<file path="config.mk">
export PLATFORM = sky130hd
export DESIGN_NAME = inst_aligner
export DESIGN_NICKNAME = d
export VERILOG_FILES = /design/src/rtl/inst_aligner.sv
export SDC_FILE = /design/constraint.sdc
export NUM_CORES = 1
export LEC_CHECK = 0
export CELL_PAD_IN_SITES_DETAIL_PLACEMENT = 2
export CELL_PAD_IN_SITES_GLOBAL_PLACEMENT = 2
export CORE_MARGIN = 2
export CORE_UTILIZATION = 32
export CTS_CLUSTER_SIZE = 40
export DETAILED_ROUTE_END_ITERATION = 12
export PLACE_DENSITY = 0.89
export SETUP_SLACK_MARGIN = 0.02
export SYNTH_ARGS = -nofsm -noshare
export SYNTH_HDL_FRONTEND = slang
export SYNTH_SLANG_ARGS = --single-unit
</file>
<file path="constraint.sdc">
create_clock -name clk -period 12.2 [get_ports clk]
set_clock_uncertainty 0.1 [all_clocks]
set_input_delay 2.44 -clock clk [delete_from_list [all_inputs] [get_ports clk]]
set_output_delay 2.44 -clock clk [all_outputs]
set_load 0.005 [all_outputs]
</file>
<file path="src/rtl/inst_aligner.sv">
// Instruction aligner between the fetch response path and the decoder.
// Splits RVC halves out of fetch words and stitches straddling 32-bit ones.
//
// Ports:
//   clk, rst          clock; asynchronous active-high reset
//   flush, flush_pc   redirect; drops all buffered state, new target PC
//   f_valid/f_ready   fetch word handshake; f_addr word address, f_data word
//   i_valid/i_ready   instruction handshake to decoder
//   i_pc, i_bits      instruction PC and bits (RVC zero-extended)
//   i_is_rvc          instruction is a 16-bit encoding
module inst_aligner #(
    parameter int unsigned     XLEN     = 64,
    parameter logic [XLEN-1:0] RESET_PC = 64'h0000_0000_8000_0000,
    parameter int unsigned     IALIGN   = 16
) (
    input  logic            clk,
    input  logic            rst,
    input  logic            flush,
    input  logic [XLEN-1:0] flush_pc,
    input  logic            f_valid,
    output logic            f_ready,
    input  logic [XLEN-1:0] f_addr,
    input  logic [31:0]     f_data,
    output logic            i_valid,
    input  logic            i_ready,
    output logic [XLEN-1:0] i_pc,
    output logic [31:0]     i_bits,
    output logic            i_is_rvc
);

    typedef enum logic [1:0] {
        EMPTY  = 2'd0,
        HALF_C = 2'd1,
        HALF_L = 2'd2
    } state_t;

    localparam bit              SPLIT     = (IALIGN == 16);
    localparam logic [XLEN-1:0] STEP2     = XLEN'(2);
    localparam logic [XLEN-1:0] STEP4     = XLEN'(4);
    localparam logic [XLEN-1:0] RESET_EXP = {RESET_PC[XLEN-1:2], 2'b00};
    localparam logic            RESET_SKP = RESET_PC[1];

    state_t            state_q, state_d;
    logic [15:0]       hbuf_q, hbuf_d;
    logic [XLEN-1:0]   hbuf_pc_q, hbuf_pc_d;
    logic [XLEN-1:0]   exp_q, exp_d;
    logic              skip_q, skip_d;

    logic              emit;
    logic [XLEN-1:0]   emit_pc;
    logic [31:0]       emit_bits;
    logic              emit_rvc;

    logic [15:0]       half_lo;
    logic [15:0]       half_hi;
    logic              lo_c;
    logic              hi_c;
    logic [XLEN-1:0]   hi_pc;
    logic              slot_free;
    logic              stale;
    logic              take;
    logic              unused_bits;

    assign unused_bits = flush_pc[0];

    assign half_lo   = f_data[15:0];
    assign half_hi   = f_data[31:16];
    assign lo_c      = (half_lo[1:0] != 2'b11);
    assign hi_c      = (half_hi[1:0] != 2'b11);
    assign hi_pc     = f_addr + STEP2;
    assign slot_free = !i_valid || i_ready;

    // Responses for an address we are not expecting are left over from
    // before a redirect; swallow them unconditionally so fetch never stalls.
    assign stale   = f_valid && (f_addr != exp_q);
    assign f_ready = (slot_free && (state_q != HALF_C) && !flush) || stale;
    assign take    = f_valid && f_ready && !stale;

    always_comb begin
        state_d   = state_q;
        hbuf_d    = hbuf_q;
        hbuf_pc_d = hbuf_pc_q;
        exp_d     = exp_q;
        skip_d    = skip_q;
        emit      = 1'b0;
        emit_pc   = f_addr;
        emit_bits = f_data;
        emit_rvc  = 1'b0;

        if (flush) begin
            state_d = EMPTY;
            exp_d   = {flush_pc[XLEN-1:2], 2'b00};
            skip_d  = flush_pc[1];
        end else if (state_q == HALF_C) begin
            // Drain the buffered RVC instruction; no fetch word needed.
            if (slot_free) begin
                emit      = 1'b1;
                emit_pc   = hbuf_pc_q;
                emit_bits = {16'h0, hbuf_q};
                emit_rvc  = 1'b1;
                state_d   = EMPTY;
            end
        end else if (take) begin
            exp_d = exp_q + STEP4;
            if (!SPLIT) begin
                emit      = 1'b1;
                emit_pc   = f_addr;
                emit_bits = f_data;
                emit_rvc  = lo_c;
            end else begin
                case (state_q)
                    EMPTY: begin
                        if (skip_q) begin
                            // Redirect into the upper half: low half is dead.
                            skip_d = 1'b0;
                            if (hi_c) begin
                                emit      = 1'b1;
                                emit_pc   = hi_pc;
                                emit_bits = {16'h0, half_hi};
                                emit_rvc  = 1'b1;
                            end else begin
                                hbuf_d    = half_hi;
                                hbuf_pc_d = hi_pc;
                                state_d   = HALF_L;
                            end
                        end else if (lo_c) begin
                            emit      = 1'b1;
                            emit_pc   = f_addr;
                            emit_bits = {16'h0, half_lo};
                            emit_rvc  = 1'b1;
                            hbuf_d    = half_hi;
                            hbuf_pc_d = hi_pc;
                            state_d   = hi_c ? HALF_C : HALF_L;
                        end else begin
                            emit      = 1'b1;
                            emit_pc   = f_addr;
                            emit_bits = f_data;
                            emit_rvc  = 1'b0;
                        end
                    end
                    HALF_L: begin
                        // Upper half of the straddling instruction is lo.
                        emit      = 1'b1;
                        emit_pc   = hbuf_pc_q;
                        emit_bits = {half_lo, hbuf_q};
                        emit_rvc  = 1'b0;
                        hbuf_d    = half_hi;
                        hbuf_pc_d = hi_pc;
                        state_d   = hi_c ? HALF_C : HALF_L;
                    end
                    default: begin
                        state_d = EMPTY;
                    end
                endcase
            end
        end
    end

    always_ff @(posedge clk or posedge rst) begin
        if (rst) begin
            state_q   <= EMPTY;
            hbuf_q    <= 16'h0;
            hbuf_pc_q <= '0;
            exp_q     <= RESET_EXP;
            skip_q    <= RESET_SKP;
        end else begin
            state_q   <= state_d;
            hbuf_q    <= hbuf_d;
            hbuf_pc_q <= hbuf_pc_d;
            exp_q     <= exp_d;
            skip_q    <= skip_d;
        end
    end

    always_ff @(posedge clk or posedge rst) begin
        if (rst) begin
            i_valid  <= 1'b0;
            i_pc     <= '0;
            i_bits   <= 32'h0;
            i_is_rvc <= 1'b0;
        end else if (flush) begin
            i_valid <= 1'b0;
        end else if (slot_free) begin
            i_valid <= emit;
            if (emit) begin
                i_pc     <= emit_pc;
                i_bits   <= emit_bits;
                i_is_rvc <= emit_rvc;
            end
        end
    end

endmodule

</file>
==> summary.txt, run 1 <==
Synth cell types = 70
fmax = 0.121 GHz
CTS Buf Count = 29
Routed wire per std cell = 26.9 um
cell depth of the worst flop-to-flop path = 9
row cnt = 78
share of layout cells above drive strength 1 = 8.05%
die width = 217 um
share of the synthesized area in the top cell type = 41.6%
Vias/cell = 5.82
antenna violations before repair = 1
flop2flop setup slack = 7.39 ns
startpoint types = primary input
Skew-Pair Late Insertion Delay = 0.59 ns
I/O pins = 264
CTS root buffer = clkbuf_16
Fin Hold WS = 0.383 ns
clk buf depth = 3
number of global-route vias before repair = 15836
final setup TNS = 0 ns
Port-buffer cells = 262
Detailed Place HPWL = 46000 um
WL final = 66000 um
post-route insts no fill = 2452
ys async rst share = 100%
placed insts = 2397
top cells by area, synth = dfrtp_1 42%, xnor2_1 7.8%, a21oi_1 4.7%
Final setup viols = 0
unrepaired setup endpoints after global routing = no
worst hold path class = register to register
# resized after CTS = 0
Slew @ Worst Pin = 1.09 ns
Seq cells post-synth = 243
CP Capture Type = output port
routed via count = 14260
global-route wire length before repair = 100000 um
Synth Cell Area = 0.0145 mm^2
Initial Util = 32.3%
Post-synth EDFFs = 0
Power Density = 146 mW/mm^2
VDD IR max = 0.0976 mV
total global-route track usage = 27.7%
critical path fanouts, max = 9
htree depth = 1
Critical Path AT = 5.73 ns
final period utilization = 67.8%
status = finished, final reports clean
crit path time final = 8.27 ns
die footprint = 0.0472 mm^2
Mapped Cells = 1646
kind of critical path = primary input to output port
pin count of the biggest net entering global routing = 106
Area Overhead vs Synth = 26.9%
ys flop type = dfrtp_1
Yosys Warn Count = 0
Seq/Total Area, Yosys = 41.8%
post-route ant nets = 0
CTS tree = done
final slew viol count = 0
Syn Nets = 1813
commonest non-fill, non-tap cell in the layout = clkdlybuf4s50_1
Hold Path Depth = 2
core box area = 0.0451 mm^2
die height = 217 um
hold_buf cts = 0
Final Hold Fails = 0
commonest cells after routing, fill and taps aside = 261 x clkdlybuf4s50_1, 242 x dfrtp_1, 166 x nand2_1
nets = 1995
final global-route overflow total = 0
post-synth top area cell = dfrtp_1
data required time of the worst path = 9.66 ns
Worst slew margin = 27.3%
CTS clk-pin slew, worst paths = 0.06 ns
synthesized area per cell = 8.84 um^2
# DRC = 0
Max-Cap Viols = 0
DRT Pass-1 Iters = 5
Leakage = 7.40 nW
DRT iter0 DRCs = 1207
Final GP Congestion = 0.877
clk sink count = 243
post-CTS setup buffer count = 0
## through the flow
stage                     area [um^2]  setup WS [ns]  power, mW  util, %
after global placement          17500           4.21       1.77     38.8
after floorplan                 14500           2.99       1.34        -
after CTS                       18500           3.97       2.71     40.9
final                           18500           3.93       2.70     40.9
after detailed placement        17500           3.98       1.81     38.8
after global routing            18500           3.84       2.80     40.9
## kinds of logic (layout without fill, tap and decap cells)
kind of cell | after synthesis | after routing | share of synthesized area, %
AO/OA/AOI/OAI | 379 | 379 | 15.2
XOR/XNOR | 175 | 175 | 10.5
adder cells (fa/ha/maj) | 2 | 2 | 0.172
buffers and inverters | 159 | 364 | 4.84
flip-flops | 243 | 243 | 41.8
multiplexers | 72 | 72 | 5.26
other | 0 | 1 | 0
AND/OR/NAND/NOR | 616 | 616 | 22.2
## final timing paths
kind,from,to
min in group asynchronous,rst,i_bits[21]
min,i_pc[14],i_pc[14]
min reg2reg,i_pc[14],i_pc[14]
max in group asynchronous,rst,exp_q[19]
max reg2reg,exp_q[10],i_pc[3]
max,f_addr[10],f_ready
## layer usage
layer  vias up  wire [um]  global-route usage [%]
met4         0       3320                    13.1
met5         -          0                       0
li1       6154          -                       -
met2       544      31700                    46.8
met3       183       3470                    3.73
met1      7379      27500                    35.1
## sequential cells by signal, summed over array words and instances (netlist names)
| name | count |
|---|---|
| hbuf_q | 16 |
| exp_q | 62 |
| i_bits | 32 |
| i_pc | 64 |
| hbuf_pc_q | 64 |
| state_q | 2 |
| skip_q | 1 |
| i_valid | 1 |
| i_is_rvc | 1 |
## power by group
part | leakage (nW) | total [mW] | internal [mW] | switching (mW)
clock network | 0.475 | 0.885 | 0.505 | 0.380
logic | 3.80 | 0.755 | 0.364 | 0.391
registers | 3.12 | 1.06 | 0.935 | 0.121
total | 7.40 | 2.70 | 1.80 | 0.893
## critical path, stage by stage
cell             delay [ns]
clkdlybuf4s50_1        0.58
xnor2_1                0.46
nand4_1                0.20
nor4_1                 0.52
and2_1                 0.59
nand2_1                0.17
a32o_1                 0.30
clkdlybuf4s50_1        0.47
## cell usage after synthesis, types with 7 or more instances
cell type	count
dfrtp_1	242
nand2_1	168
nor2_1	145
a21oi_1	136
xnor2_1	129
o21ai_0	126
clkbuf_1	74
nand3_1	63
nand4_1	56
buf_2	47
xor2_1	46
nor3_1	42
mux2_2	36
mux2i_1	36
and2_1	27
inv_1	25
and3_1	24
nor4_1	19
a21boi_0	16
a22oi_1	15
a31oi_1	15
or3_1	11
buf_4	9
o21ai_1	9
a221o_1	8
and4_1	7
## layout make-up
type	instances	area [um^2]
Antenna cell	1	2.50
Clock buffer	42	855
Clock inverter	12	91.3
Fill cell	4895	26600
Inverter	25	101
Multi-Input combinational cell	1244	7790
Sequential cell	243	6080
Tap cell	600	751
Timing Repair Buffer	285	2790
Note: power is estimated with default switching activity, not from simulation.
==> run 2, diff against run 1 <==
==> constraint.sdc (replaced) <==
create_clock -name clk -period 8.22 [get_ports clk]
set_clock_uncertainty 0.1 [all_clocks]
set_input_delay 1.644 -clock clk [delete_from_list [all_inputs] [get_ports clk]]
set_output_delay 1.644 -clock clk [all_outputs]
set_load 0.005 [all_outputs]
==> run 2 against run 1 <==
Against the previous run: critical path depth stayed put; count of clock-buffer cells in the layout is 8 higher; core utilization is 0.26 points higher; largest power group unchanged; combinational power is 51% higher; non-clock buffer count is 4 higher; clock power is 59% higher; largest cell class unchanged; die area stayed put; sequential power is 47% higher; routed wire length is 2.5% higher; first-iteration DRC count is 5.8% lower.
==> summary.txt, run 2 (same netlist as run 1, synthesis figures left out) <==
R2R Path Start = exp_q[10]
total global-route track usage = 28.5%
# resized after CTS = 0
antenna violations before repair = 2
startpoint types = primary input
critical path's slowest cell = clkdlybuf4s50_1
Port-buffer cells = 262
Skew-Pair Late Insertion Delay = 0.60 ns
Worst slew margin = 19.2%
commonest cells after routing, fill and taps aside = 261 x clkdlybuf4s50_1, 242 x dfrtp_1, 166 x nand2_1
global-route wire length before repair = 103000 um
Critical Path Most Common Cell = clkdlybuf4s50_1
unrepaired setup endpoints after global routing = no
I/O pins = 264
Reg area = 0.00608 mm^2
Initial Util = 32.3%
CTS clk-pin slew, worst paths = 0.05 ns
clk buf depth = 3
share of layout cells above drive strength 1 = 8.13%
CP delay by family, top = buffers and inverters
Max-Cap Viols = 0
worst hold path class = register to register
biggest registers after layout = hbuf_pc_q (64), i_pc (64), exp_q (62)
cell depth of the worst flop-to-flop path = 9
DRT iter0 DRCs = 1137
htree depth = 1
CP startpoint = f_addr[47]
DRT Pass-1 Iters = 5
Reg2Reg Capture Point = i_bits[10]
die footprint = 0.0472 mm^2
Final GP Congestion = 0.881
Critical Path AT = 4.78 ns
final period utilization = 79.3%
status = finished, final reports clean
commonest non-fill, non-tap cell in the layout = clkdlybuf4s50_1
fmax = 0.153 GHz
Final setup viols = 0
final global-route overflow total = 0
CTS root buffer = clkbuf_16
nets = 2001
crit path time final = 6.52 ns
post-route ant nets = 0
Final Hold Fails = 0
Power Density = 222 mW/mm^2
WL final = 67600 um
Critical Path Sink = f_ready
Vias/cell = 5.82
Crit path largest cell delay = 0.75 ns
# DRC = 0
Leakage = 7.45 nW
CP Capture Type = output port
kind of critical path = primary input to output port
CTS Buf Count = 31
Fillers = 4872
final slew viol count = 0
crit-path cells = clkdlybuf4s50_1 > xnor2_1 > nand4_1 > nor4_1 > and2_1 > nand2_1 > a32o_1 > clkdlybuf4s50_1
critical path fanouts, max = 9
die width = 217 um
VDD IR max = 0.174 mV
final setup TNS = 0 ns
CTS tree = done
total power = 4.12 mW
Detailed Place HPWL = 47200 um
hold_buf cts = 0
routed via count = 14307
number of global-route vias before repair = 16202
pin count of the biggest net entering global routing = 73
die height = 217 um
area of the multi-input gates = 0.00779 mm^2
post-CTS setup buffer count = 0
Crit path depth = 8
core box area = 0.0451 mm^2
Slew @ Worst Pin = 1.21 ns
data required time of the worst path = 6.48 ns
flop2flop setup slack = 3.47 ns
clk sink count = 243
Area Overhead vs Synth = 27.7%
row cnt = 78
Routed wire per std cell = 27.5 um
worst path bufs/invs = 2
[run 2: layout make-up]
| type | instances | area share (%) |
|---|---|---|
| Inverter | 25 | 0.525 |
| Antenna cell | 1 | 0.0135 |
| Timing Repair Buffer | 289 | 15.2 |
| Clock buffer | 50 | 5.10 |
| Tap cell | 600 | 4.04 |
| Multi-Input combinational cell | 1244 | 41.9 |
| Clock inverter | 6 | 0.471 |
| Sequential cell | 243 | 32.7 |
[run 2: worst min path at each step]
stage / start / endpoint / slack (ns) / cells after the start
floorplan: hbuf_pc_q[23] / i_pc[23] / 0.36 / 2
global placement: i_pc[0] / i_pc[0] / 0.36 / 2
detailed placement: i_pc[14] / i_pc[14] / 0.37 / 2
CTS: i_pc[14] / i_pc[14] / 0.39 / 2
global route: i_pc[2] / i_pc[2] / 0.41 / 2
finish: i_pc[14] / i_pc[14] / 0.38 / 2
[run 2: stage by stage]
| stage | hold slack [ns] | utilization, % | worst slack (ns) | std cells | cell area [um^2] |
|---|---|---|---|---|---|
| after floorplan | 0.363 | - | 3.29 | 1646 | 14600 |
| after global placement | 0.362 | 38.9 | 1.85 | 2401 | 17500 |
| after detailed placement | 0.372 | 38.9 | 1.67 | 2401 | 17500 |
| after CTS | 0.385 | 41.2 | 1.72 | 2457 | 18600 |
| after global routing | 0.410 | 41.2 | 1.53 | 2457 | 18600 |
| final | 0.379 | 41.2 | 1.70 | 2458 | 18600 |
[run 2: report_power, final]
part	switching (mW)	internal [mW]	total [mW]	leakage [nW]
Combinational	0.601	0.543	1.14	3.82
Sequential	0.173	1.39	1.56	3.12
Clock	0.570	0.843	1.41	0.510
Total	1.34	2.77	4.12	7.45
[run 2: metal layers]
| metal | vias up | routed length, um | global-route usage [%] |
|---|---|---|---|
| met4 | 2 | 3260 | 13.7 |
| met5 | - | 8 | 0 |
| met2 | 606 | 32900 | 48.7 |
| met3 | 214 | 4520 | 4.96 |
| met1 | 7311 | 27000 | 34.9 |
| li1 | 6174 | - | - |
[run 2: worst reg2reg max path, delay by kind of cell (launching register included)]
family / cells / cell delay, ns
AND/OR/NAND/NOR: 6 / 3.15
AO/OA/AOI/OAI: 1 / 0.17
buffers and inverters: 1 / 0.43
XOR/XNOR: 1 / 0.37
flip-flops: 1 / 0.45
==> run 3, diff against run 2 <==
==> constraint.sdc (replaced) <==
create_clock -name clk -period 6.2 [get_ports clk]
set_clock_uncertainty 0.1 [all_clocks]
set_input_delay 1.24 -clock clk [delete_from_list [all_inputs] [get_ports clk]]
set_output_delay 1.24 -clock clk [all_outputs]
set_load 0.005 [all_outputs]
==> run 3 against run 2 <==
Against the previous run: sequential share of layout area fell by 0.22 points; clock power increased by 32%; cell count grew 0.49%; via count grew 1.6%; highest routed layer unchanged; largest power group unchanged; power rose by 32%; hold slack improved by 0.0056 ns; cell area increased by 0.67%; non-clock buffer count is 10 higher; critical path depth unchanged.
==> summary.txt, run 3 (same netlist as run 1, synthesis figures left out) <==
final setup TNS = 0 ns
share of layout cells above drive strength 1 = 8.84%
wl on met1 = 27500 um
Leakage = 7.52 nW
flop2flop setup slack = 1.55 ns
# DRC = 0
routed via count = 14535
die height = 217 um
Final GP Congestion = 0.870
DRT iter0 DRCs = 1315
crit path time final = 5.38 ns
VDD IR max = 0.197 mV
design area = 0.0187 mm^2
area post-placement = 0.0177 mm^2
pin count of the biggest net entering global routing = 149
data required time of the worst path = 4.86 ns
final period utilization = 86.8%
nets = 2011
Slew @ Worst Pin = 1.13 ns
biggest registers after layout = hbuf_pc_q (64), i_pc (64), exp_q (62)
clk buf depth = 3
row cnt = 78
I/O pins = 264
final slew viol count = 0
Final setup viols = 0
post-route ant nets = 0
WL met3 = 4280 um
Max-Cap Viols = 0
Routed wire per std cell = 27.9 um
commonest cells after routing, fill and taps aside = 261 x clkdlybuf4s50_1, 242 x dfrtp_1, 166 x nand2_1
WL final = 69000 um
cell depth of the worst flop-to-flop path = 8
# resized after CTS = 0
Detailed Place HPWL = 47200 um
CP Capture Type = output port
Area Overhead vs Synth = 28.5%
die width = 217 um
startpoint types = primary input
worst hold path class = register to register
commonest non-fill, non-tap cell in the layout = clkdlybuf4s50_1
Final Hold Fails = 0
met2 WL = 33500 um
antenna violations before repair = 3
DRT Pass-1 Iters = 5
total global-route track usage = 28.9%
post-CTS setup buffer count = 0
global-route wire length before repair = 104000 um
clk sink count = 243
CTS Buf Count = 31
number of global-route vias before repair = 16446
Initial Util = 32.3%
critical path fanouts, max = 4
die footprint = 0.0472 mm^2
Skew-Pair Late Insertion Delay = 0.59 ns
CTS tree = done
core box area = 0.0451 mm^2
Critical Path AT = 4.04 ns
Worst slew margin = 24.7%
Vias/cell = 5.88
final global-route overflow total = 0
unrepaired setup endpoints after global routing = no
Port-buffer cells = 262
kind of critical path = primary input to output port
hold_buf cts = 0
CTS root buffer = clkbuf_16
CTS clk-pin slew, worst paths = 0.05 ns
status = finished, final reports clean
htree depth = 1
Hold Path Depth = 2
fmax = 0.186 GHz
max layer used = met5
Power Density = 292 mW/mm^2
## run 3: cell types whose count changed in the layout (fill, tap and decap cells not counted), moves of 2 or more
cell | previous run | this run
clkinv_2 | 2 | 11
diode_2 | 1 | 3
inv_6 | 2 | 0
clkbuf_8 | 10 | 5
buf_4 | 27 | 32
buf_12 | 0 | 5
clkbuf_1 | 9 | 5
## run 3: critical path, cell delays in order
cell and delay, ns:
clkdlybuf4s50_1 0.66, xnor2_1 0.41, nand4_1 0.21, nor4_2 0.35, and3_1 0.26, nand2_1 0.16, a32o_1 0.24, clkdlybuf4s50_1 0.52
## run 3: path summary, 6_finish.rpt
check | from | endpoint
max in group asynchronous | rst | exp_q[48]
worst min register to register | i_pc[3] | i_pc[3]
min in group asynchronous | rst | i_bits[19]
worst max-delay path | f_addr[58] | f_ready
worst min-delay path | i_pc[3] | i_pc[3]
worst max register to register | state_q[1] | i_pc[43]
## run 3: per-stage QoR
| stage | setup WS (ns) | hold slack, ns | power (mW) | cells | util [%] |
|---|---|---|---|---|---|
| 3_5_place_dp | 0.877 | 0.376 | 3.58 | 2411 | 39.2 |
| 6_report | 0.818 | 0.384 | 5.45 | 2470 | 41.5 |
| 3_3_place_gp | 0.945 | 0.363 | 3.49 | 2411 | 39.2 |
| 5_1_grt | 0.738 | 0.417 | 5.67 | 2467 | 41.5 |
| 2_1_floorplan | 1.67 | 0.363 | 2.63 | 1646 | - |
| 4_1_cts | 0.826 | 0.390 | 5.48 | 2467 | 41.5 |
## run 3: routing by layer
metal  global-route usage, %  vias to the layer above
met5                       0                        -
met4                    14.3                        2
met3                    4.65                      215
met2                    49.3                      648
met1                    35.4                     7470
li1                        -                     6200
## run 3: cell type report
type                    count  area, um^2
diodes                      3        7.51
clock buffers              41         863
clock inverters            15         153
fillers                  4896       26400
inverters                  25        97.6
multi-input cells        1244        7790
flip-flops and latches    243        6080
well taps                 600         751
repair buffers            299        2960
## run 3: where the power goes
group	internal (mW)	switching (mW)
logic	0.727	0.770
registers	1.84	0.257
clock network	1.09	0.767
